$ cat src/rtl/stopwatch_ctrl_if.sv
// Button/counter-chain signal bundle for stopwatch_ctrl.
// master = button/digit-chain side, slave = the controller.
interface stopwatch_ctrl_if;
    logic       btn_ss;
    logic       btn_lap;
    logic       btn_clr;
    logic       mode;
    logic       cnt_tc;
    logic       cnt_ce;
    logic       cnt_ud;
    logic       cnt_clr;
    logic       running;
    logic       lap_hold;
    logic       done;
    logic [1:0] state;

    modport master (
        output btn_ss, btn_lap, btn_clr, mode, cnt_tc,
        input  cnt_ce, cnt_ud, cnt_clr, running, lap_hold, done, state
    );

    modport slave (
        input  btn_ss, btn_lap, btn_clr, mode, cnt_tc,
        output cnt_ce, cnt_ud, cnt_clr, running, lap_hold, done, state
    );
endinterface

$ cat src/rtl/stopwatch_ctrl.sv
// Run/pause/clear sequencer and tick prescaler for the stopwatch BCD digit chain.
// Optional lap display freeze is built only when STOPWATCH_LAP_EN is defined.
module stopwatch_ctrl #(
    parameter int DIV = 1000000
) (
    input  logic             clk,
    input  logic             rst_n,
    stopwatch_ctrl_if.slave  sw
);
    localparam int PW = (DIV > 2) ? $clog2(DIV) : 1;
    localparam logic [PW-1:0] PRE_LAST = PW'(DIV - 1);

    typedef enum logic [1:0] {
        IDLE  = 2'd0,
        RUN   = 2'd1,
        PAUSE = 2'd2,
        DONE  = 2'd3
    } state_t;

    state_t        state_q, state_d;
    logic [PW-1:0] pre_q, pre_d;
    logic          ce_q, ce_d;
    logic          ud_q, ud_d;
    logic          clr_q, clr_d;
    logic          done_q, done_d;
    logic          advance;

    always_ff @(posedge clk or negedge rst_n) begin
        if (!rst_n) begin
            state_q <= IDLE;
            pre_q   <= '0;
            ce_q    <= 1'b0;
            ud_q    <= 1'b1;
            clr_q   <= 1'b0;
            done_q  <= 1'b0;
        end else begin
            state_q <= state_d;
            pre_q   <= pre_d;
            ce_q    <= ce_d;
            ud_q    <= ud_d;
            clr_q   <= clr_d;
            done_q  <= done_d;
        end
    end

    always_comb begin
        state_d = state_q;
        pre_d   = pre_q;
        ce_d    = 1'b0;
        ud_d    = ud_q;
        clr_d   = 1'b0;
        done_d  = 1'b0;
        advance = 1'b0;

        if (sw.btn_clr) begin
            state_d = IDLE;
            pre_d   = '0;
            clr_d   = 1'b1;
        end else begin
            unique case (state_q)
                IDLE: begin
                    if (sw.btn_ss) begin
                        ud_d  = sw.mode;
                        pre_d = '0;
                        if (!sw.mode && sw.cnt_tc) begin
                            state_d = DONE;
                            done_d  = 1'b1;
                        end else begin
                            state_d = RUN;
                        end
                    end
                end
                RUN: begin
                    if (sw.btn_ss) state_d = PAUSE;
                    else           advance = 1'b1;
                end
                PAUSE: begin
                    // The resume edge counts as a run cycle so pause/resume never shifts tick phase.
                    if (sw.btn_ss) begin
                        state_d = RUN;
                        advance = 1'b1;
                    end
                end
                DONE: ;
                default: state_d = IDLE;
            endcase

            if (advance) begin
                if (pre_q == PRE_LAST) begin
                    pre_d = '0;
                    if (!ud_q && sw.cnt_tc) begin
                        state_d = DONE;
                        done_d  = 1'b1;
                    end else begin
                        ce_d = 1'b1;
                    end
                end else begin
                    pre_d = pre_q + PW'(1);
                end
            end
        end
    end

`ifdef STOPWATCH_LAP_EN
    logic lap_hold_q, lap_hold_d;

    always_ff @(posedge clk or negedge rst_n) begin
        if (!rst_n) lap_hold_q <= 1'b0;
        else        lap_hold_q <= lap_hold_d;
    end

    always_comb begin
        lap_hold_d = lap_hold_q;
        if (sw.btn_clr || state_d == DONE) begin
            lap_hold_d = 1'b0;
        end else if (sw.btn_lap) begin
            if (state_q == RUN)        lap_hold_d = ~lap_hold_q;
            else if (state_q == PAUSE) lap_hold_d = 1'b0;
        end
    end

    assign sw.lap_hold = lap_hold_q;
`else
    assign sw.lap_hold = 1'b0;
`endif

    assign sw.cnt_ce  = ce_q;
    assign sw.cnt_ud  = ud_q;
    assign sw.cnt_clr = clr_q;
    assign sw.done    = done_q;
    assign sw.running = (state_q == RUN);
    assign sw.state   = state_q;
endmodule

$ cat src/flat_wrapper.sv
// flat-port wrapper written by rule: the top's interface ports become plain ports
module stopwatch_ctrl_flat 
#(
    parameter int DIV = 1000000
)
  (clk, rst_n, sw_btn_ss, sw_btn_lap, sw_btn_clr, sw_mode, sw_cnt_tc, sw_cnt_ce, sw_cnt_ud, sw_cnt_clr, sw_running, sw_lap_hold, sw_done, sw_state);
  stopwatch_ctrl_if sw_i ();
  input  logic clk;
  input  logic rst_n;
  input wire logic [$bits(sw_i.btn_ss)-1:0] sw_btn_ss;
  input wire logic [$bits(sw_i.btn_lap)-1:0] sw_btn_lap;
  input wire logic [$bits(sw_i.btn_clr)-1:0] sw_btn_clr;
  input wire logic [$bits(sw_i.mode)-1:0] sw_mode;
  input wire logic [$bits(sw_i.cnt_tc)-1:0] sw_cnt_tc;
  output wire logic [$bits(sw_i.cnt_ce)-1:0] sw_cnt_ce;
  output wire logic [$bits(sw_i.cnt_ud)-1:0] sw_cnt_ud;
  output wire logic [$bits(sw_i.cnt_clr)-1:0] sw_cnt_clr;
  output wire logic [$bits(sw_i.running)-1:0] sw_running;
  output wire logic [$bits(sw_i.lap_hold)-1:0] sw_lap_hold;
  output wire logic [$bits(sw_i.done)-1:0] sw_done;
  output wire logic [$bits(sw_i.state)-1:0] sw_state;
  assign sw_i.btn_ss = sw_btn_ss;
  assign sw_i.btn_lap = sw_btn_lap;
  assign sw_i.btn_clr = sw_btn_clr;
  assign sw_i.mode = sw_mode;
  assign sw_i.cnt_tc = sw_cnt_tc;
  assign sw_cnt_ce = sw_i.cnt_ce;
  assign sw_cnt_ud = sw_i.cnt_ud;
  assign sw_cnt_clr = sw_i.cnt_clr;
  assign sw_running = sw_i.running;
  assign sw_lap_hold = sw_i.lap_hold;
  assign sw_done = sw_i.done;
  assign sw_state = sw_i.state;
  stopwatch_ctrl #(.DIV(DIV)) u_core (.clk(clk), .rst_n(rst_n), .sw(sw_i));
endmodule
$ cat config.mk
export PLATFORM = sky130hd
export DESIGN_NAME = stopwatch_ctrl_flat
export DESIGN_NICKNAME = d
export VERILOG_FILES = /design/src/rtl/stopwatch_ctrl_if.sv /design/src/rtl/stopwatch_ctrl.sv /design/src/flat_wrapper.sv
export SDC_FILE = /design/constraint.sdc
export NUM_CORES = 1
export LEC_CHECK = 0
export CAP_MARGIN = 20
export CORE_MARGIN = 5
export CORE_UTILIZATION = 45
export CTS_CLUSTER_DIAMETER = 80
export DETAILED_ROUTE_END_ITERATION = 10
export HOLD_SLACK_MARGIN = 0.12
export PLACE_DENSITY = 0.71
export SLEW_MARGIN = 10
export SYNTH_ARGS = -nofsm -noshare
export SYNTH_HDL_FRONTEND = slang
export SYNTH_SLANG_ARGS = --single-unit
$ cat constraint.sdc
create_clock -name clk -period 1.8 [get_ports clk]
set_input_delay 0.45 -clock clk [delete_from_list [all_inputs] [get_ports clk]]
set_output_delay 0.45 -clock clk [all_outputs]
set_load 0.03 [all_outputs]
==> results of run 1 <==
-- cells by family (layout without fill, tap and decap cells) --
kind of cell,Yosys count,after routing,synth area share
AOI/OAI and AO/OA,20,20,0.105
adders and majority gates,1,1,0.00918
muxes,1,1,0.00826
other,1,1,0.00275
DFF,26,26,0.478
buffers and inverters,9,63,0.0276
xor gates and xnor gates,13,13,0.0836
and+or+nand+nor,73,73,0.286
-- worst max path at each step --
stage,end,slack [ps]
2_1_floorplan,u_core.pre_q[19],-150
3_5_place_dp,u_core.pre_q[10],-760
3_3_place_gp,u_core.pre_q[18],-620
5_1_grt,u_core.pre_q[19],-90
4_1_cts,u_core.pre_q[19],-40
6_report,u_core.pre_q[19],-40
-- critical path, delay by kind of cell (launching register included) --
kind	cells	cell delay [ps]
compound gates	2	250
flops	1	470
simple gates	3	1060
-- power breakdown --
part           internal, uW  switching, uW  total, uW
Clock                   124            178        302
Combinational          76.7            104        181
Sequential              602           10.5        612
-- what timing repair did --
| item | in CTS | in global routing |
|---|---|---|
| setup buffers | 3 | 4 |
| pin swaps | 4 | 10 |
| endpoints found under the setup margin | 22 | 21 |
| gates resized for setup | 15 | 25 |
-- sequential cells by signal, summed over array words and instances, names as in the netlist --
name	count
u_core.pre_q	20
u_core.sw.cnt_ce	1
u_core.sw.cnt_clr	1
u_core.sw.cnt_ud	1
u_core.sw.done	1
u_core.sw.state	2
-- stage by stage --
stage,total power [uW],utilization
6_report,1090,0.662
5_1_grt,1160,0.662
4_1_cts,1090,0.621
3_5_place_dp,798,0.597
3_3_place_gp,792,0.597
2_1_floorplan,710,-
-- synthesized netlist by cell type, types with 2 or more instances --
master                     count  area, sq um
sky130_fd_sc_hd__nor4_1        5         31.3
sky130_fd_sc_hd__a21oi_1       4         20.0
sky130_fd_sc_hd__nand2_1      14         52.6
sky130_fd_sc_hd__o31a_1        2         17.5
sky130_fd_sc_hd__xor2_1        2         17.5
sky130_fd_sc_hd__nor2_1       20         75.1
sky130_fd_sc_hd__clkbuf_1      2         7.51
sky130_fd_sc_hd__nand3_1       8         40.0
sky130_fd_sc_hd__inv_1         6         22.5
sky130_fd_sc_hd__dfrtp_1      25          626
sky130_fd_sc_hd__nor3_1        6         30.0
sky130_fd_sc_hd__and3_1        4         25.0
sky130_fd_sc_hd__nand2b_1      2         12.5
sky130_fd_sc_hd__xnor2_1      11         96.3
sky130_fd_sc_hd__o21ai_0       5         25.0
-- metal layers --
metal  GRT usage  up-vias  wire [microns]
met1       0.196      624            1400
met5           0        -               0
met4      0.0363        0              13
met3      0.0260        2              72
met2       0.326       11            1850
li1            -      613               -
-- layout make-up --
cell class | instances | area, sq um | area share
clock buffers | 4 | 36.3 | 0.0184
inverters | 6 | 22.5 | 0.0114
multi-input cells | 109 | 791 | 0.401
flip-flops and latches | 26 | 656 | 0.333
well taps | 33 | 41.3 | 0.0210
repair buffers | 53 | 424 | 0.215
==> parameters.txt, run 1 <==
Parameter                              Value

Run status
  Run status ... complete, but fails checks
  Failing checks ... setup timing

Setup path
  Worst r2r src ... u_core.sw.state[0]
  Library cell contributing the largest single delay on the critical path ... sky130_fd_sc_hd__dfrtp_2
  Endpoint of the most critical register-to-register path ... u_core.pre_q[19]
  Launching instance or port of the critical path ... u_core.sw.state[0]
  R2R Setup Slk ... -40 ps
  Critical path startpoint category ... register
  Required @ worst endpoint ... 2070 ps
  Worst R2R Path Depth ... 5
  Highest fanout seen on the critical path ... 7
  Largest stage delay on the critical path ... 470 ps
  Classification of the worst setup path ... register to register
  Arrival time at the worst endpoint ... 2110 ps
  CP Capture Type ... register
  Sequence of cells on the critical path ... and2b_2, o311ai_4, or3_4, or4_4, a21oi_2

Logic synthesis
  Seq cells post-synth ... 26
  Mapped Cells ... 144
  Synth warn ... 0
  Sequential-to-total area share from yosys stat ... 0.478
  Synthesized cell area ... 0.00136 sq mm
  Number of nets in the synthesized netlist ... 152
  Post-synth ARST share ... 1.00
  Distinct cell type count after synthesis ... 43
  Syn Area/Cell ... 9.46 sq um
  Ys flop type ... sky130_fd_sc_hd__dfrtp_1
  Number of enable-type register cells in the synthesized netlist ... 0

Placed design
  Routability congestion estimate from global placement ... 0.813
  Count of port buffers added during placement ... 12
  HPWL reported at the end of detailed placement ... 2.41 mm
  Dpl cells ... 220
  Pre-CTS setup slack ... -761 ps
  Placed inst area ... 0.00178 sq mm

Routing
  DRC violation count after routing ... 0
  Count of antenna-violating nets left after detailed routing ... 0
  Via density per instance ... 5.41
  Wire length after detailed routing ... 3.33 mm
  Post-DR wirelength/cell ... 14.4 microns
  First DRT Iteration DRCs ... 54
  Iteration count of the initial detailed-routing pass ... 4
  Via count ... 1250

Global routing
  Sum of overflow across all layers after global routing ... 0
  Number of global-route vias before repair ... 1343
  Global-route usage over all layers ... 0.170
  Global-route wire length before repair ... 5.73 mm
  Largest net degree at the start of global routing ... 27
  Initial antenna violation count ... 0

Floorplan
  Die span in x ... 65.0 microns
  Number of core rows ... 20
  Initial standard-cell utilization of the core ... 0.458
  Die Height ... 65.0 microns
  I/O pin count ... 15
  Die Footprint ... 0.00423 sq mm
  Standard cell core area ... 0.00298 sq mm

Timing
  Highest achievable clock rate ... 0.544 GHz
  Setup TNS ... -37.1 ps
  RSZ-0062 raised after global routing ... true
  Endpoints failing setup ... 1
  Max-slew violation total from the final report ... 0
  Fin crit period ... 1840 ps
  Min setup slack post-route ... -37.1 ps
  Final number of hold-violating endpoints ... 0
  Clock Skew ... 18.6 ps
  Smallest hold slack ... 463 ps
  Portion of the clock cycle consumed by the worst path in the final layout ... 1.02

Clock network
  H-tree Lvls ... 1
  Root Buffer Master ... sky130_fd_sc_hd__clkbuf_4
  Clock latency on the worst-skew pair ... 330 ps
  Cts-stage hold buffer count ... 0
  CTS Buf Count ... 3
  Clock tree buffer depth ... 2
  Clk slew on worst S/H paths ... 150 ps
  Sink count of the clock tree ... 26
  CTS tree ... yes

Finish
  Synth-to-Final Area Change ... 44.6%
  Post-layout nets ... 207
  Layout Cell Area excl Fill ... 0.00197 sq mm
  Most common cell after layout, fill and taps aside ... sky130_fd_sc_hd__buf_4
  Commonest cells after routing, fill and taps aside ... 40 x sky130_fd_sc_hd__buf_4, 22 x sky130_fd_sc_hd__dfrtp_1, 18 x sky130_fd_sc_hd__nor2_1
  Count of non-filler cells in the finished layout ... 231
  Number of antenna repair diodes ... 0
  Filler cell count in the final layout ... 247
  Ratio of cells with drive above 1 in the final layout ... 0.369

Pwr
  Peak supply drop ... 0.382 mV
  Power Dens Cells ... 556 mW/mm^2
  Static Leak ... 0.000862 uW

Hold path
  Worst Hold Class ... input pin to asynchronous set/reset pin

Flow run
  Maximum Capacitance Violations ... 0
No activity file was read; power rests on OpenSTA's default activity.
==> inputs of run 2 (changes only) <==
--- a/config.mk
+++ b/config.mk
@@ -12,6 +12,7 @@
 export DETAILED_ROUTE_END_ITERATION = 10
 export HOLD_SLACK_MARGIN = 0.12
 export PLACE_DENSITY = 0.71
+export REMOVE_ABC_BUFFERS = 1
 export SLEW_MARGIN = 10
 export SYNTH_ARGS = -nofsm -noshare
 export SYNTH_HDL_FRONTEND = slang
==> run 2 against run 1 <==
Effect of this change:
- the run ends with DRC, setup timing left
- count of clock-buffer cells in the layout unchanged
- largest cell class unchanged
- critical path type is now input pin to register
- final cell count decreased by 0.87%
- setup slack got worse by 14 ps
- fmax decreased by 0.77%
- die area unchanged
- total power increased by 2.7%
- combinational power increased by 9%
==> parameters.txt, run 2 (synthesized netlist as in run 1, its figures left out) <==
Parameter                              Value

Run status
  Failing checks ... DRC, setup timing
  Run status ... complete, but fails checks

Flow run
  Maximum Capacitance Violations ... 0 (unchanged)

Clock network
  CTS tree ... yes
  Root Buffer Master ... sky130_fd_sc_hd__clkbuf_4
  Cts-stage hold buffer count ... 0 (unchanged)
  Clk slew on worst S/H paths ... 150 ps (about the same)
  Sink count of the clock tree ... 26 (unchanged)
  CTS Buf Count ... 3 (unchanged)
  Clock latency on the worst-skew pair ... 350 ps (+20 ps)
  Clock tree buffer depth ... 2 (unchanged)
  H-tree Lvls ... 1 (unchanged)

Timing
  Clock Skew ... 7.59 ps (-11.0 ps)
  Endpoints failing setup ... 2 (+1)
  Highest achievable clock rate ... 0.540 GHz (-0.77%)
  RSZ-0062 raised after global routing ... true
  Final number of hold-violating endpoints ... 0 (unchanged)
  Min setup slack post-route ... -51.4 ps (-14.2 ps)
  Max-slew violation total from the final report ... 0 (unchanged)
  Fin crit period ... 1850 ps (+14.2 ps)
  Smallest hold slack ... 449 ps (-13.9 ps)
  Portion of the clock cycle consumed by the worst path in the final layout ... 1.03 (+0.00790)

Routing
  DRC violation count after routing ... 2 (+2)
  Iteration count of the initial detailed-routing pass ... 7 (+3)
  Count of antenna-violating nets left after detailed routing ... 0 (unchanged)
  Via density per instance ... 5.55 (+2.6%)
  Wire length after detailed routing ... 3.52 mm (+5.5%)
  First DRT Iteration DRCs ... 60 (+11%)
  Via count ... 1272 (+1.8%)
  Post-DR wirelength/cell ... 15.4 microns (+6.4%)

Setup path
  Classification of the worst setup path ... input pin to register
  Critical path startpoint category ... input pin
  Library cell contributing the largest single delay on the critical path ... sky130_fd_sc_hd__clkdlybuf4s50_1
  Arrival time at the worst endpoint ... 2140 ps (+30 ps)
  Required @ worst endpoint ... 2090 ps (+20 ps)
  Sequence of cells on the critical path ... clkdlybuf4s50_1, o311ai_4, or3_4, or4_4, a21oi_1
  CP Capture Type ... register
  Largest stage delay on the critical path ... 630 ps (+160 ps)
  Highest fanout seen on the critical path ... 5 (-2)
  Worst R2R Path Depth ... 5 (unchanged)

Hold path
  Worst Hold Class ... input pin to asynchronous set/reset pin

Finish
  Number of antenna repair diodes ... 0 (unchanged)
  Most common cell after layout, fill and taps aside ... sky130_fd_sc_hd__buf_4
  Max FFs per register ... 20 (unchanged)
  Synth-to-Final Area Change ... 44.5% (about the same)
  Ratio of cells with drive above 1 in the final layout ... 0.378 (+0.00886)
  Post-layout nets ... 205 (-0.97%)
  Commonest cells after routing, fill and taps aside ... 36 x sky130_fd_sc_hd__buf_4, 23 x sky130_fd_sc_hd__dfrtp_1, 19 x sky130_fd_sc_hd__nor2_1
  Register with the most flip-flops ... u_core.pre_q

Floorplan
  Die Height ... 65.0 microns (unchanged)
  Die Footprint ... 0.00423 sq mm (unchanged)
  Standard cell core area ... 0.00298 sq mm (unchanged)
  I/O pin count ... 15 (unchanged)
  Number of core rows ... 20 (unchanged)
  Initial standard-cell utilization of the core ... 0.458 (unchanged)
  Die span in x ... 65.0 microns (unchanged)

Pwr
  Static Leak ... 0.000838 uW (-2.8%)
  Switching share of power ... 0.275 (+0.00766)
  Peak supply drop ... 0.463 mV (+21%)
  Power Dens Cells ... 571 mW/mm^2 (+2.8%)
  Sequential fraction of design power ... 0.544 (-0.015)
  Power share of the clock group ... 0.280 (+0.004)
  Reported net switching power ... 309 uW (+5.7%)
  Cell Int Power ... 815 uW (+1.6%)
  Combinational power share ... 0.176 (+0.011)

Global routing
  Global-route usage over all layers ... 0.176 (+0.00634)
  Initial antenna violation count ... 0 (unchanged)
  Sum of overflow across all layers after global routing ... 0 (unchanged)
  Largest net degree at the start of global routing ... 27 (unchanged)
  Number of global-route vias before repair ... 1325 (-1.3%)
  Global-route wire length before repair ... 5.84 mm (+1.9%)

Placed design
  Routability congestion estimate from global placement ... 0.821 (+0.97%)
  HPWL reported at the end of detailed placement ... 2.42 mm (+0.47%)
  Count of port buffers added during placement ... 12 (unchanged)
  Pre-CTS setup slack ... -765 ps (-4.26 ps)
run 2: cell types whose count changed in the layout (fill, tap and decap cells not counted), moves of 2 or more:
| cell | change |
|---|---|
| sky130_fd_sc_hd__nor3_1 | -3 |
| sky130_fd_sc_hd__nor3_2 | +3 |
| sky130_fd_sc_hd__dlymetal6s2s_1 | -2 |
| sky130_fd_sc_hd__buf_4 | -4 |
run 2: repair_timing:
action | in CTS | in global routing
buffers inserted | 4 | 3
pin swaps | 5 | 15
endpoints found under the setup margin | 23 | 23
resized for setup | 19 | 28
run 2: stage by stage:
stage          std cells  total power, uW  utilization  TNS [ps]  cell area (sq um)
2_1_floorplan        141              703            -     -1130               1350
3_3_place_gp         219              795        0.590    -11920               1760
3_5_place_dp         219              799        0.590    -13560               1760
4_1_cts              227             1100        0.619     -87.7               1840
5_1_grt              229             1180        0.661      -254               1970
6_report             229             1120        0.661     -53.8               1970
run 2: critical path, delay by kind of cell:
family / cells / cell delay [ps]
compound gates: 2 / 300
buf+inv: 1 / 630
simple gates: 2 / 760
run 2: metal layers:
metal,vias up,track usage,routed length (microns)
met1,638,0.211,1490
met2,24,0.322,1880
met4,0,0.0544,42
met3,3,0.0260,104
li1,607,-,-
met5,-,0,0
run 2: worst paths after layout:
path                               startpoint                to  slack (ps)
max                                sw_btn_clr  u_core.pre_q[19]         -50
min                                     rst_n  u_core.pre_q[13]         450
max reg2reg                u_core.sw.state[1]  u_core.pre_q[19]         -30
min reg2reg                  u_core.pre_q[18]  u_core.pre_q[18]         560
max in group asynchronous               rst_n  u_core.sw.cnt_ud        1060
min in group clk             u_core.pre_q[18]  u_core.pre_q[18]         560
run 2: power groups by stage:
stage	registers (uW)	logic [uW]	clock network, uW
finish	612	198	315
global route	614	216	349
detailed placement	623	176	0
global placement	622	173	0
floorplan	646	57.0	0
CTS	611	178	315
run 2: area by class of cell:
class	instances	area, sq um
sequential	26	654
inverter	6	22.5
clock buffer	4	36.3
timing repair buffer	51	417
tap	33	41.3
multi-input combinational	109	798
fill	240	1010
